**src/rtl/charlieplex_scanner.sv**
```systemverilog
// ---------------------------------------------------------------------------
// charlieplex_scanner
//
// Time-multiplexed driver for a charlieplexed LED array. PINCOUNT pins address
// PINCOUNT*(PINCOUNT-1) LEDs; one LED is lit per slot. Every slot starts with
// a tristate blanking gap so the previous LED's pins are released before the
// next pair is driven (no ghosting).
//
// A 1-bit-per-LED frame is double buffered: the bus side writes the back
// buffer, and a commit request copies back -> front at the next frame
// boundary so a frame is never displayed half-updated.
//
// Ports
//   clk            : single clock, rising edge
//   rst            : synchronous active-high reset
//   enable         : scan enable; 0 parks the scan with all pins tristate
//   wr_en          : write one bit into the back buffer
//   wr_addr        : LED index to write (out-of-range indices are ignored)
//   wr_data        : LED on(1)/off(0)
//   commit         : one-cycle request to copy back -> front at next boundary
//   commit_pending : a commit has been requested but not applied yet
//   frame_start    : one-cycle pulse on the first blank cycle of index 0
//   out_en         : per-pin output enable (0 = tristate)
//   out_value      : per-pin level when enabled
// ---------------------------------------------------------------------------
module charlieplex_scanner #(
    parameter int PINCOUNT     = 4,
    parameter int DWELL_CYCLES = 16,
    parameter int BLANK_CYCLES = 2,
    localparam int LEDCOUNT    = PINCOUNT * (PINCOUNT - 1),
    localparam int INDEXBITS   = $clog2(LEDCOUNT)
) (
    input  logic                 clk,
    input  logic                 rst,
    input  logic                 enable,
    input  logic                 wr_en,
    input  logic [INDEXBITS-1:0] wr_addr,
    input  logic                 wr_data,
    input  logic                 commit,
    output logic                 commit_pending,
    output logic                 frame_start,
    output logic [PINCOUNT-1:0]  out_en,
    output logic [PINCOUNT-1:0]  out_value
);

    localparam int PINW   = $clog2(PINCOUNT);
    localparam int CNTMAX = (DWELL_CYCLES > BLANK_CYCLES) ? DWELL_CYCLES : BLANK_CYCLES;
    localparam int CNTW   = $clog2(CNTMAX + 1);

    typedef enum logic [1:0] {IDLE, BLANK, DRIVE} state_t;

    state_t                 state_q, state_d;
    logic [CNTW-1:0]        cnt_q, cnt_d;
    logic [INDEXBITS-1:0]   index_q, index_d;
    logic [PINW-1:0]        vcc_q, vcc_d;
    logic [PINW-1:0]        r_q, r_d;
    logic [LEDCOUNT-1:0]    front_q, front_d;
    logic [LEDCOUNT-1:0]    back_q, back_d;
    logic                   pending_q, pending_d;
    logic                   frame_start_q, frame_start_d;
    logic [PINCOUNT-1:0]    out_en_q, out_en_d;
    logic [PINCOUNT-1:0]    out_value_q, out_value_d;

    logic [PINW-1:0]        gnd;
    logic [PINCOUNT-1:0]    slot_en;
    logic [PINCOUNT-1:0]    slot_val;
    logic                   wr_addr_ok;
    logic                   boundary;

    // The ground pin skips over the vcc pin, so vcc and gnd can never collide.
    assign gnd = (r_q < vcc_q) ? r_q : r_q + PINW'(1);

    // Per-pin decode of the current LED's anode/cathode pair.
    for (genvar gi = 0; gi < PINCOUNT; gi++) begin : g_pin
        assign slot_en[gi]  = (vcc_q == PINW'(gi)) || (gnd == PINW'(gi));
        assign slot_val[gi] = (vcc_q == PINW'(gi));
    end

    assign wr_addr_ok = ({1'b0, wr_addr} < (INDEXBITS + 1)'(LEDCOUNT));

    always_comb begin
        back_d = back_q;
        if (wr_en && wr_addr_ok) begin
            back_d[wr_addr] = wr_data;
        end

        state_d       = state_q;
        cnt_d         = cnt_q;
        index_d       = index_q;
        vcc_d         = vcc_q;
        r_d           = r_q;
        front_d       = front_q;
        pending_d     = pending_q | commit;
        frame_start_d = 1'b0;
        out_en_d      = '0;
        out_value_d   = '0;
        boundary      = 1'b0;

        if (!enable) begin
            state_d = IDLE;
            cnt_d   = '0;
            index_d = '0;
            vcc_d   = '0;
            r_d     = '0;
        end else begin
            case (state_q)
                IDLE: begin
                    // Index is already 0 in IDLE; leaving it starts a frame.
                    state_d       = BLANK;
                    cnt_d         = '0;
                    frame_start_d = 1'b1;
                    boundary      = 1'b1;
                end
                BLANK: begin
                    if (cnt_q == CNTW'(BLANK_CYCLES - 1)) begin
                        state_d = DRIVE;
                        cnt_d   = '0;
                        if (front_q[index_q]) begin
                            out_en_d    = slot_en;
                            out_value_d = slot_val;
                        end
                    end else begin
                        cnt_d = cnt_q + CNTW'(1);
                    end
                end
                DRIVE: begin
                    if (cnt_q == CNTW'(DWELL_CYCLES - 1)) begin
                        state_d = BLANK;
                        cnt_d   = '0;
                        if (index_q == INDEXBITS'(LEDCOUNT - 1)) begin
                            index_d       = '0;
                            vcc_d         = '0;
                            r_d           = '0;
                            frame_start_d = 1'b1;
                            boundary      = 1'b1;
                        end else begin
                            index_d = index_q + INDEXBITS'(1);
                            // r counts 0..PINCOUNT-2 within each vcc group.
                            if (r_q == PINW'(PINCOUNT - 2)) begin
                                r_d   = '0;
                                vcc_d = vcc_q + PINW'(1);
                            end else begin
                                r_d = r_q + PINW'(1);
                            end
                        end
                    end else begin
                        cnt_d       = cnt_q + CNTW'(1);
                        out_en_d    = out_en_q;
                        out_value_d = out_value_q;
                    end
                end
                default: state_d = IDLE;
            endcase
        end

        // Copy (not swap) so the back buffer keeps its contents; a write in
        // the boundary cycle is part of the copied image.
        if (boundary && (pending_q || commit)) begin
            front_d   = back_d;
            pending_d = 1'b0;
        end
    end

    always_ff @(posedge clk) begin
        if (rst) begin
            state_q       <= IDLE;
            cnt_q         <= '0;
            index_q       <= '0;
            vcc_q         <= '0;
            r_q           <= '0;
            front_q       <= '0;
            back_q        <= '0;
            pending_q     <= 1'b0;
            frame_start_q <= 1'b0;
            out_en_q      <= '0;
            out_value_q   <= '0;
        end else begin
            state_q       <= state_d;
            cnt_q         <= cnt_d;
            index_q       <= index_d;
            vcc_q         <= vcc_d;
            r_q           <= r_d;
            front_q       <= front_d;
            back_q        <= back_d;
            pending_q     <= pending_d;
            frame_start_q <= frame_start_d;
            out_en_q      <= out_en_d;
            out_value_q   <= out_value_d;
        end
    end

    assign commit_pending = pending_q;
    assign frame_start    = frame_start_q;
    assign out_en         = out_en_q;
    assign out_value      = out_value_q;

endmodule
```
**config.mk**
```make
export PLATFORM = sky130hd
export DESIGN_NAME = charlieplex_scanner
export DESIGN_NICKNAME = d
export VERILOG_FILES = /design/src/rtl/charlieplex_scanner.sv
export SDC_FILE = /design/constraint.sdc
export NUM_CORES = 1
export LEC_CHECK = 0
export ABC_AREA = 1
export ABC_CLOCK_PERIOD_IN_PS = 2450
export BUFFER_PORTS_ARGS = -buffer_cell sky130_fd_sc_hd__buf_4
export CORE_UTILIZATION = 59
export DETAILED_ROUTE_END_ITERATION = 8
export PLACE_DENSITY = 0.81
export SLEW_MARGIN = 25
export SYNTH_ARGS = -nofsm -noshare
export SYNTH_HDL_FRONTEND = slang
export SYNTH_SLANG_ARGS = --single-unit
export TNS_END_PERCENT = 20
```
**constraint.sdc**
```tcl
create_clock -name clk -period 2.45 [get_ports clk]
set_clock_uncertainty 0.1 [all_clocks]
set_input_delay 0.6125 -clock clk [delete_from_list [all_inputs] [get_ports clk]]
set_output_delay 0.6125 -clock clk [all_outputs]
set_load 0.03 [all_outputs]
```
==> results of run 1 <==
[state kept, by name, summed over array words and instances (netlist names), 2 cells and up]
name       flops
state_q        2
back_q        12
front_q       12
vcc_q          2
index_q        4
cnt_q          5
out_en         4
r_q            2
out_value      4
[cell usage after synthesis, drive strengths merged]
library cell,n
nand2,90
inv,63
nor2,58
dfxtp,49
o21ai,28
a21oi,21
nand3,20
ha,17
a211oi,4
buf,4
clkbuf,4
mux2i,4
nand3b,2
nand4,2
nor3,2
a31oi,1
clkinv,1
nor3b,1
or2,1
[routing by layer]
| layer | part of all wire [%] | wire length [um] | vias to the layer above |
|---|---|---|---|
| met2 | 43 | 2220 | 51 |
| met3 | 4.3 | 225 | 14 |
| met5 | 0 | 0 | - |
| li1 | - | - | 1192 |
| met4 | 2.9 | 149 | 0 |
| met1 | 50 | 2610 | 965 |
[worst max-delay path, cell delays in order (launching register included)]
cell                      delay [ns]
sky130_fd_sc_hd__dfxtp_1        0.40
sky130_fd_sc_hd__ha_1           0.20
sky130_fd_sc_hd__nand2_1        0.08
sky130_fd_sc_hd__nor2_1         0.15
sky130_fd_sc_hd__ha_1           0.21
sky130_fd_sc_hd__nand2_2        0.11
sky130_fd_sc_hd__inv_2          0.11
sky130_fd_sc_hd__nand2_2        0.07
sky130_fd_sc_hd__nor2_2         0.12
sky130_fd_sc_hd__o21ai_2        0.09
sky130_fd_sc_hd__nor2_4         0.19
sky130_fd_sc_hd__inv_2          0.14
sky130_fd_sc_hd__nor2_1         0.13
sky130_fd_sc_hd__nor2_1         0.06
[cell families after synthesis]
| logic type | count (synthesis) | synth area share [%] |
|---|---|---|
| and+or+nand+nor | 176 | 28.7 |
| buffers and inverters | 72 | 11.4 |
| adders and majority gates | 17 | 8.39 |
| AOI/OAI and AO/OA | 54 | 11.3 |
| muxes | 4 | 1.58 |
| DFF | 49 | 38.7 |
[power by group]
group          total (mW)  internal [mW]  leakage (nW)  switching [mW]
logic               0.136         0.0508         0.943          0.0851
registers           0.830          0.819         0.398          0.0112
clock network       0.559          0.297        0.0540           0.262
[timing repair]
item | CTS | global route
endpoints found under the hold margin | 0 | 0
hold buffers | 0 | 0
buffers inserted | 0 | 4
endpoints found under the setup margin | 0 | 12
[worst max path at each step]
stage / startpoint / end / slack (ns) / depth (start not counted)
4_1_cts: cnt_q[0]$_SDFFE_PP0P_ / front_q[9]$_SDFFE_PP0P_ / 0.12 / 13
3_5_place_dp: cnt_q[0]$_SDFFE_PP0P_ / front_q[9]$_SDFFE_PP0P_ / 0.15 / 13
3_3_place_gp: cnt_q[0]$_SDFFE_PP0P_ / front_q[3]$_SDFFE_PP0P_ / 0.36 / 13
2_1_floorplan: cnt_q[0]$_SDFFE_PP0P_ / front_q[7]$_SDFFE_PP0P_ / 0.52 / 14
5_1_grt: cnt_q[0]$_SDFFE_PP0P_ / front_q[7]$_SDFFE_PP0P_ / 0.07 / 13
6_report: cnt_q[0]$_SDFFE_PP0P_ / front_q[9]$_SDFFE_PP0P_ / 0.18 / 13
[final cells by class]
| type | count | area [um2] | share of cell area (%) |
|---|---|---|---|
| Multi-Input combinational cell | 251 | 1260 | 44.7 |
| Sequential cell | 49 | 981 | 34.6 |
| Inverter | 64 | 240 | 8.48 |
| Timing Repair Buffer | 24 | 180 | 6.36 |
| Clock buffer | 5 | 68.8 | 2.43 |
| Tap cell | 50 | 62.6 | 2.21 |
| Clock inverter | 2 | 35.0 | 1.24 |
==> metrics.log, run 1 <==
[metrics] post-route clock period utilization: 92.7%
[metrics] setup repair after global routing missed its margin: false
[metrics] Clock Sinks: 49
[metrics] DP Area: ~2700 um2
[metrics] data arrival time of the critical path: between 2 and 2.5 ns
[metrics] starting utilization of the core area: 62.4%
[metrics] shortest period the worst path allows: about 2.3 ns
[metrics] WS Path Type: register to register
[metrics] worst reg2reg setup slack: 0.18 ns
[metrics] post-cts gate resize count: 0
[metrics] total number of placement rows: 23
[metrics] power consumption: approximately 1.5 mW
[metrics] # setup viols final: 0
[metrics] via density per instance: between 4 and 5
[metrics] Rel. slew slack: about three quarters
[metrics] Hold Path Depth: 2
[metrics] routing usage on met3: 6.08%
[metrics] Hold Fails Final Rpt: 0
[metrics] 1st-iter DRT viols: 112
[metrics] origin of the worst min-delay path: out_en[0]$_SDFFE_PP0P_
[metrics] clock buffers created by TritonCTS: 5
[metrics] Final Slew Violations: 0
[metrics] TritonCTS clock tree: done
[metrics] GRT Max-Usage Layer: met2
[metrics] critical register-to-register path endpoint: front_q[9]$_SDFFE_PP0P_
[metrics] result of the run: complete, no violations
[metrics] fraction of met2 tracks used by global routing: 38.5%
[metrics] critical path fanouts, max: 12
[metrics] synth-to-layout area growth: 11.8%
[metrics] R2R cell count: 13
[metrics] Layout Cell Area excl Fill: 2830 um2
[metrics] GR Util All Layers: 25.4%
[metrics] filler-free cell count of the finished design: 445
[metrics] top library cells by usage in the layout, fill and taps aside: sky130_fd_sc_hd__nand2_1 (87), sky130_fd_sc_hd__inv_1 (61), sky130_fd_sc_hd__nor2_1 (55)
[metrics] CTS clock-pin slew for the worst setup and hold paths: about 0.09 ns
[metrics] Chip Height: 67.5 um
[metrics] total nets after synthesis: 399
[metrics] average footprint of a synthesized cell: 6.81 um2
[metrics] initial antenna violation count: 0
[metrics] Critical Path Source Type: register
[metrics] number of primary I/O pins: 20
[metrics] Mapped Area: approximately 2500 um2
[metrics] clock insertion delay at the later pin of the skew report: 0.31 ns
[metrics] share of synthesized area occupied by flip-flops and latches: 38.7%
[metrics] total number of nets in the final design: 422
[metrics] final estimated routing congestion in global placement: 0.848
[metrics] highest clock rate: 440 MHz
[metrics] average routed wire per standard cell: 11.7 um
[metrics] reg2reg start: cnt_q[0]$_SDFFE_PP0P_
[metrics] most frequent standard cell in the layout excluding fill and tap cells: sky130_fd_sc_hd__nand2_1
[metrics] CTS Root Cell: sky130_fd_sc_hd__clkbuf_8
[metrics] DRT antenna net count: 0
[metrics] path type of the worst min-delay path: register to register
[metrics] count of fill cells added during filler insertion: 347
[metrics] Tightest Pin Transition: 0.345 ns
[metrics] Post-Syn Instances: 372
[metrics] kind of end point of the critical path: register
[metrics] core outline area: 4060 um2
[metrics] maximum number of pins on one net before global-route repair: 17
[metrics] Via Count: 2,222
[metrics] Core Util, Final: 69.8%
[metrics] number of buffers on the longest clock path: 2
[metrics] worst slack at placement: 0.154 ns
[metrics] share of post-route cells with drive strength above 1: 10.4%
[metrics] required time at the endpoint of the critical path: 2.55 ns
[metrics] Final Routed Wirelength: 5210 um
[metrics] count of different cell masters after synthesis: 26
[metrics] floorplan die width: 67.5 um
[metrics] met1 demand-to-capacity share in global routing: 33.1%
[metrics] biggest area consumer among synthesized cells: sky130_fd_sc_hd__dfxtp_1
[metrics] count of buffers from port buffering: 19
[metrics] number of antenna diodes: 0
[metrics] H-tree depth: 2
[metrics] WHS: 0.366 ns
[metrics] first-pass iteration count of the detailed router: 4
[metrics] Power Density: ~540 nW/um2
[metrics] max-capacitance violation count: 0
[metrics] sink of the worst hold path: out_en[0]$_SDFFE_PP0P_
[metrics] Synth Register Bits: around 50
[metrics] worst setup margin: roughly 0.18 ns
[metrics] detailed-placement wirelength estimate: 3700 um
[metrics] total die area: 4560 um2
[metrics] # DRC: 0
[metrics] via count of the first global-routing pass: 2,009
[metrics] TNS Setup: 0 ns
[metrics] Lkg Pwr: 1.40 nW
[metrics] global-route wire length before repair: 8630 um
[metrics] Yosys Warn Count: 0
[metrics] overall overflow remaining after global route: 0
[metrics] ranking of synthesized cells by area: sky130_fd_sc_hd__dfxtp_1 (39%), sky130_fd_sc_hd__nand2_1 (13%), sky130_fd_sc_hd__inv_1 (9.0%)
[metrics] area share of the leading cell type in the synthesized netlist: ~39%
[metrics] Worst VDD drop: approximately 0.32 mV
[metrics] cell total after placement: 434
Note: power is estimated with default switching activity, not from simulation.
==> run 2, diff against run 1 <==
- BUFFER_PORTS_ARGS: -buffer_cell sky130_fd_sc_hd__buf_4 -> -buffer_cell sky130_fd_sc_hd__buf_2
- GPL_TIMING_DRIVEN: unset -> 0
==> run 2 against run 1 <==
Effect of this change: critical path depth up 1; power fell by 6.5%; sequential share of layout area grew 0.80 points; clock power fell by 16%; flip-flop and latch count did not move; via count grew 1.2%; cell area decreased by 2.1%; hold slack better by 0.00099 ns; first-iteration DRC count rose by 18%; sequential power is essentially flat; routed wire length is 6.5% lower.
==> metrics.log, run 2 (synthesized netlist as in run 1, its figures left out) <==
[metrics] result of the run: complete, no violations
[metrics] via density per instance: 5.02 (+0.49%)
[metrics] count of fill cells added during filler insertion: 359 (+3.5%)
[metrics] cell total after placement: 440 (+1.4%)
[metrics] data arrival time of the critical path: 2.27 ns (-0.10 ns)
[metrics] total number of nets in the final design: 424 (+0.47%)
[metrics] Final Routed Wirelength: 4870 um (-6.5%)
[metrics] TritonCTS clock tree: done
[metrics] max-capacitance violation count: 0 (unchanged)
[metrics] shortest period the worst path allows: 2.16 ns (-0.106 ns)
[metrics] sequential cell area: 982 um2 (+0.13%)
[metrics] Critical Path Source Type: register
[metrics] list of cells traversed by the critical path: ha_1 > nand2_1 > nor2_2 > ha_1 > nand2_2 > inv_2 > nand2_2 > nor2_2 > o21ai_2 > nor2_4 > inv_2 > buf_6 > nor2_1 > nor2_1
[metrics] Core Util, Final: 68.3% (-1.5 points)
[metrics] CTS clock-pin slew for the worst setup and hold paths: 0.09 ns (about the same)
[metrics] average routed wire per standard cell: 10.9 um (-7.1%)
[metrics] WS Path Type: register to register
[metrics] Tightest Pin Transition: 0.441 ns (+0.0958 ns)
[metrics] TNS Setup: 0 ns (unchanged)
[metrics] highest clock rate: 462 MHz (+4.9%)
[metrics] post-route clock period utilization: 88.3% (-4.3 points)
[metrics] registers with the most flip-flops: back_q (12), front_q (12), cnt_q (5)
[metrics] Chip Height: 67.5 um (unchanged)
[metrics] Via Count: 2,248 (+1.2%)
[metrics] Rel. slew slack: 70.6% (-6.4 points)
[metrics] # setup viols final: 0 (unchanged)
[metrics] maximum number of pins on one net before global-route repair: 15 (-2)
[metrics] Hold Buf Count CTS: 0 (unchanged)
[metrics] setup repair after global routing missed its margin: false
[metrics] Hold Fails Final Rpt: 0 (unchanged)
[metrics] number of buffers on the longest clock path: 2 (unchanged)
[metrics] cell at the slowest stage of the critical path: sky130_fd_sc_hd__dfxtp_1
[metrics] Clock Sinks: 49 (unchanged)
[metrics] Crit path largest cell delay: 0.38 ns (-0.02 ns)
[metrics] GR Util All Layers: 24.0% (-1.3 points)
[metrics] H-tree depth: 2 (unchanged)
[metrics] path type of the worst min-delay path: register to register
[metrics] final estimated routing congestion in global placement: 0.880 (+3.9%)
[metrics] number of primary I/O pins: 20 (unchanged)
[metrics] overall overflow remaining after global route: 0 (unchanged)
[metrics] global-route wire length before repair: 8270 um (-4.2%)
[metrics] kind of end point of the critical path: register
[metrics] core outline area: 4060 um2 (unchanged)
[metrics] count of buffers from port buffering: 18 (-1)
[metrics] worst setup margin: 0.286 ns (+0.106 ns)
[metrics] starting utilization of the core area: 62.4% (unchanged)
[metrics] total die area: 4560 um2 (unchanged)
[metrics] DRT antenna net count: 0 (unchanged)
[metrics] 1st-iter DRT viols: 132 (+18%)
[metrics] critical path fanouts, max: 10 (-2)
[metrics] filler-free cell count of the finished design: 448 (+0.67%)
[metrics] share of post-route cells with drive strength above 1: 10.3% (-0.078 points)
[metrics] worst slack at placement: 0.244 ns (+0.0904 ns)
[metrics] via count of the first global-routing pass: 1,924 (-4.2%)
[metrics] Final Slew Violations: 0 (unchanged)
[metrics] # DRC: 0 (unchanged)
[metrics] initial antenna violation count: 0 (unchanged)
[metrics] Lkg Pwr: 1.38 nW (-1.4%)
[metrics] CTS Root Cell: sky130_fd_sc_hd__clkbuf_8
[metrics] area occupied by multi-input gates: 1270 um2 (+0.20%)
[metrics] floorplan die width: 67.5 um (unchanged)
[metrics] Worst VDD drop: 0.437 mV (+37%)
[metrics] required time at the endpoint of the critical path: 2.56 ns (about the same)
[metrics] detailed-placement wirelength estimate: 3680 um (-0.45%)
[metrics] clock buffers created by TritonCTS: 5 (unchanged)
[metrics] Power Density: 514 nW/um2 (-4.5%)
[metrics] clock insertion delay at the later pin of the skew report: 0.31 ns (about the same)
[metrics] number of antenna diodes: 0 (unchanged)
[metrics] synth-to-layout area growth: 9.43%
[metrics] top library cells by usage in the layout, fill and taps aside: sky130_fd_sc_hd__nand2_1 (87), sky130_fd_sc_hd__inv_1 (61), sky130_fd_sc_hd__nor2_1 (54)
[metrics] most frequent standard cell in the layout excluding fill and tap cells: sky130_fd_sc_hd__nand2_1
[metrics] total number of placement rows: 23 (unchanged)
[metrics] first-pass iteration count of the detailed router: 4 (unchanged)
run 2: cell count changes in the layout (fill, tap and decap cells not counted), sizes merged:
cell	change
clkinv	+1
buf	-2
clkbuf	+5
bufinv	-1
run 2: metal layers:
metal  routed length (um)  vias up  GRT usage (%)
met2                 2100       32           37.7
li1                     -     1205              -
met5                    0        -              0
met3                  172        6           5.57
met1                 2530     1005           32.2
met4                   70        0           7.98
run 2: final timing paths:
path / start / slack, ns / cells past startpoint / endpoint
max: cnt_q[1]$_SDFFE_PP0P_ / 0.29 / 14 / front_q[7]$_SDFFE_PP0P_
min: out_value[2]$_SDFFE_PP0P_ / 0.37 / 2 / out_value[2]$_SDFFE_PP0P_
max reg2reg: cnt_q[1]$_SDFFE_PP0P_ / 0.29 / 14 / front_q[7]$_SDFFE_PP0P_
min reg2reg: out_value[2]$_SDFFE_PP0P_ / 0.37 / 2 / out_value[2]$_SDFFE_PP0P_
run 2: cell type report:
class | count | share of cell area [%]
Buffer | 8 | 1.71
Clock buffer | 6 | 2.62
Clock inverter | 2 | 0.361
Inverter | 64 | 8.66
Multi-Input combinational cell | 251 | 45.7
Sequential cell | 49 | 35.4
Tap cell | 50 | 2.26
Timing Repair Buffer | 18 | 3.25
run 2: report_power, final:
group | internal, mW | total (mW) | leakage (nW) | switching, mW
Sequential | 0.819 | 0.830 | 0.398 | 0.0109
Combinational | 0.0444 | 0.128 | 0.933 | 0.0840
Clock | 0.198 | 0.468 | 0.0450 | 0.269
run 2: repair_timing:
| action | in CTS | in global routing |
|---|---|---|
| gates resized for setup | 0 | 2 |
| setup endpoints to repair | 0 | 2 |
| buffers inserted | 0 | 0 |
run 2: metrics by stage:
stage	power [mW]	hold WS [ns]	cell area, um2
2_1_floorplan	0.940	0.360	2530
3_3_place_gp	0.973	0.351	2690
3_5_place_dp	0.976	0.354	2690
4_1_cts	1.43	0.368	2770
5_1_grt	1.49	0.389	2770
6_report	1.43	0.367	2770
run 2: critical path: cells and delay by family, from the launching register on:
family                     cells  cell delay [ns]
AOI/OAI and AO/OA              1             0.09
adders and majority gates      2             0.37
buffers and inverters          3             0.33
DFF                            1             0.38
and+or+nand+nor                8             0.81
==> run 3, diff against run 2 <==
- GPL_TIMING_DRIVEN: 0 -> unset
==> run 3 against run 2 <==
Effect of this change: cell area rose by 0.18%; die area did not move; sequential power hardly changed; highest routed layer unchanged.
==> metrics.log, run 3 (synthesized netlist as in run 1, its figures left out) <==
[metrics] Worst VDD drop: 0.399 mV (-8.8%)
[metrics] overall overflow remaining after global route: 0 (unchanged)
[metrics] total number of nets in the final design: 421 (-0.71%)
[metrics] 1st-iter DRT viols: 151 (+14%)
[metrics] Crit path largest cell delay: 0.39 ns (about the same)
[metrics] final estimated routing congestion in global placement: 0.841 (-4.5%)
[metrics] post-route clock period utilization: 87.7% (-0.60 points)
[metrics] Reg power frac: 54.8% (-3.4 points)
[metrics] share of post-route cells with drive strength above 1: 10.2% (-0.15 points)
[metrics] count of buffers from port buffering: 19 (+1)
[metrics] data arrival time of the critical path: 2.29 ns (+0.02 ns)
[metrics] number of buffers on the longest clock path: 2 (unchanged)
[metrics] Clock Sinks: 49 (unchanged)
[metrics] DRT antenna net count: 0 (unchanged)
[metrics] via density per instance: 4.93 (-1.7%)
[metrics] global-route wire length before repair: 8580 um (+3.8%)
[metrics] synth-to-layout area growth: 9.63%
[metrics] most frequent standard cell in the layout excluding fill and tap cells: sky130_fd_sc_hd__nand2_1
[metrics] internal power: 1.16 mW (+9.2%)
[metrics] post-cts gate resize count: 0 (unchanged)
[metrics] via count of the first global-routing pass: 1,963 (+2.0%)
[metrics] Lkg Pwr: 1.38 nW (+0.45%)
[metrics] CTS Root Cell: sky130_fd_sc_hd__clkbuf_8
[metrics] share of power burned in combinational logic: 8.4% (-0.6 points)
[metrics] Buffers & Inverters on Critical Path: 2 (-1)
[metrics] Critical Path Source Type: register
[metrics] number of primary I/O pins: 20 (unchanged)
[metrics] Rel. slew slack: 78.7% (+8.1 points)
[metrics] TNS Setup: 0 ns (unchanged)
[metrics] WS Path Type: register to register
[metrics] result of the run: complete, no violations
[metrics] # DRC: 0 (unchanged)
[metrics] H-tree depth: 2 (unchanged)
[metrics] critical path fanouts, max: 8 (-2)
[metrics] highest clock rate: 465 MHz (+0.68%)
[metrics] total die area: 4560 um2 (unchanged)
[metrics] Hold Fails Final Rpt: 0 (unchanged)
[metrics] Via Count: 2,190 (-2.6%)
[metrics] kind of end point of the critical path: register
[metrics] Final Slew Violations: 0 (unchanged)
[metrics] GR Util All Layers: 25.2% (+1.2 points)
[metrics] Final Routed Wirelength: 5010 um (+2.9%)
[metrics] switching share of total power: 23.5% (-2.0 points)
[metrics] setup repair after global routing missed its margin: false
[metrics] net switching power: 0.356 mW (-2.2%)
[metrics] top library cells by usage in the layout, fill and taps aside: sky130_fd_sc_hd__nand2_1 (87), sky130_fd_sc_hd__inv_1 (61), sky130_fd_sc_hd__nor2_1 (55)
[metrics] shortest period the worst path allows: 2.15 ns (-0.0146 ns)
[metrics] family of cells with the greatest summed delay on the critical path: simple AND/OR/NAND/NOR gates
[metrics] # setup viols final: 0 (unchanged)
[metrics] max-capacitance violation count: 0 (unchanged)
[metrics] CTS clock-pin slew for the worst setup and hold paths: 0.09 ns (about the same)
[metrics] clock insertion delay at the later pin of the skew report: 0.30 ns (about the same)
[metrics] Tightest Pin Transition: 0.319 ns (-0.122 ns)
[metrics] average routed wire per standard cell: 11.3 um (+3.8%)
[metrics] starting utilization of the core area: 62.4% (unchanged)
[metrics] total number of placement rows: 23 (unchanged)
[metrics] Chip Height: 67.5 um (unchanged)
[metrics] number of antenna diodes: 0 (unchanged)
[metrics] required time at the endpoint of the critical path: 2.59 ns (+0.03 ns)
[metrics] WHS: 0.364 ns (-0.00332 ns)
[metrics] detailed-placement wirelength estimate: 3710 um (+0.77%)
[metrics] cell at the slowest stage of the critical path: sky130_fd_sc_hd__dfxtp_1
[metrics] clock buffers created by TritonCTS: 5 (unchanged)
[metrics] proportion of power drawn by the clock network: 36.8% (+4.0 points)
[metrics] path type of the worst min-delay path: register to register
[metrics] initial antenna violation count: 0 (unchanged)
[metrics] registers with the most flip-flops: back_q (12), front_q (12), cnt_q (5)
[metrics] first-pass iteration count of the detailed router: 4 (unchanged)
[metrics] TritonCTS clock tree: done
[metrics] maximum number of pins on one net before global-route repair: 16 (+1)
[metrics] list of cells traversed by the critical path: ha_1 > nand2_1 > nor2_1 > ha_1 > nand2_2 > inv_2 > nand2_2 > nor2_2 > o21ai_2 > nor2_4 > buf_4 > o21ai_0 > nor2_1
[metrics] floorplan die width: 67.5 um (unchanged)
[metrics] worst reg2reg setup slack: 0.30 ns (about the same)
[metrics] core outline area: 4060 um2 (unchanged)
[metrics] Power Density: 546 nW/um2 (+6.1%)
[run 3: worst paths after layout]
check / startpoint / endpoint / cells after the start
hold / removal: out_en[0]$_SDFFE_PP0P_ / out_en[0]$_SDFFE_PP0P_ / 2
setup / recovery: cnt_q[0]$_SDFFE_PP0P_ / front_q[0]$_SDFFE_PP0P_ / 13
hold reg to reg: out_en[0]$_SDFFE_PP0P_ / out_en[0]$_SDFFE_PP0P_ / 2
setup reg to reg: cnt_q[0]$_SDFFE_PP0P_ / front_q[0]$_SDFFE_PP0P_ / 13
[run 3: final cells by class]
| class | instances | area [um2] |
|---|---|---|
| Clock inverter | 2 | 35.0 |
| Tap cell | 50 | 62.6 |
| Fill cell | 360 | 1280 |
| Inverter | 64 | 240 |
| Sequential cell | 49 | 981 |
| Multi-Input combinational cell | 251 | 1260 |
| Clock buffer | 5 | 68.8 |
| Timing Repair Buffer | 23 | 125 |
[run 3: power by group through the flow]
stage | clock (mW) | combinational [mW] | sequential [mW]
global route | 0.606 | 0.146 | 0.833
CTS | 0.571 | 0.124 | 0.829
detailed placement | 0 | 0.123 | 0.848
global placement | 0 | 0.119 | 0.848
finish | 0.558 | 0.128 | 0.830
floorplan | 0 | 0.0898 | 0.850
[run 3: worst min-delay path, cell delays in order (launching register included)]
cell and delay (ns):
sky130_fd_sc_hd__dfxtp_1 0.32, sky130_fd_sc_hd__nand2_1 0.06, sky130_fd_sc_hd__a21oi_1 0.05
[run 3: per-stage QoR]
stage	utilization (%)	cell area, um2	std cells	setup WS, ns	total power, mW
2_1_floorplan	-	2530	372	0.524	0.940
3_3_place_gp	65.5	2660	435	0.358	0.967
3_5_place_dp	65.5	2660	435	0.194	0.971
4_1_cts	68.1	2760	442	0.188	1.52
5_1_grt	68.5	2780	444	0.0554	1.58
6_report	68.5	2780	444	0.300	1.52
[run 3: per-layer routing]
metal	up-vias	GRT usage, %	share of wire (%)
li1	1193	-	-
met1	955	34.1	50
met2	38	38.9	44
met5	-	0	0
met3	4	4.56	4.7
met4	0	10.9	0.92
[run 3: timing repair]
| action | in CTS | in global routing |
|---|---|---|
| hold buffers | 0 | 0 |
| buffers inserted | 0 | 2 |
| endpoints found under the setup margin | 0 | 10 |
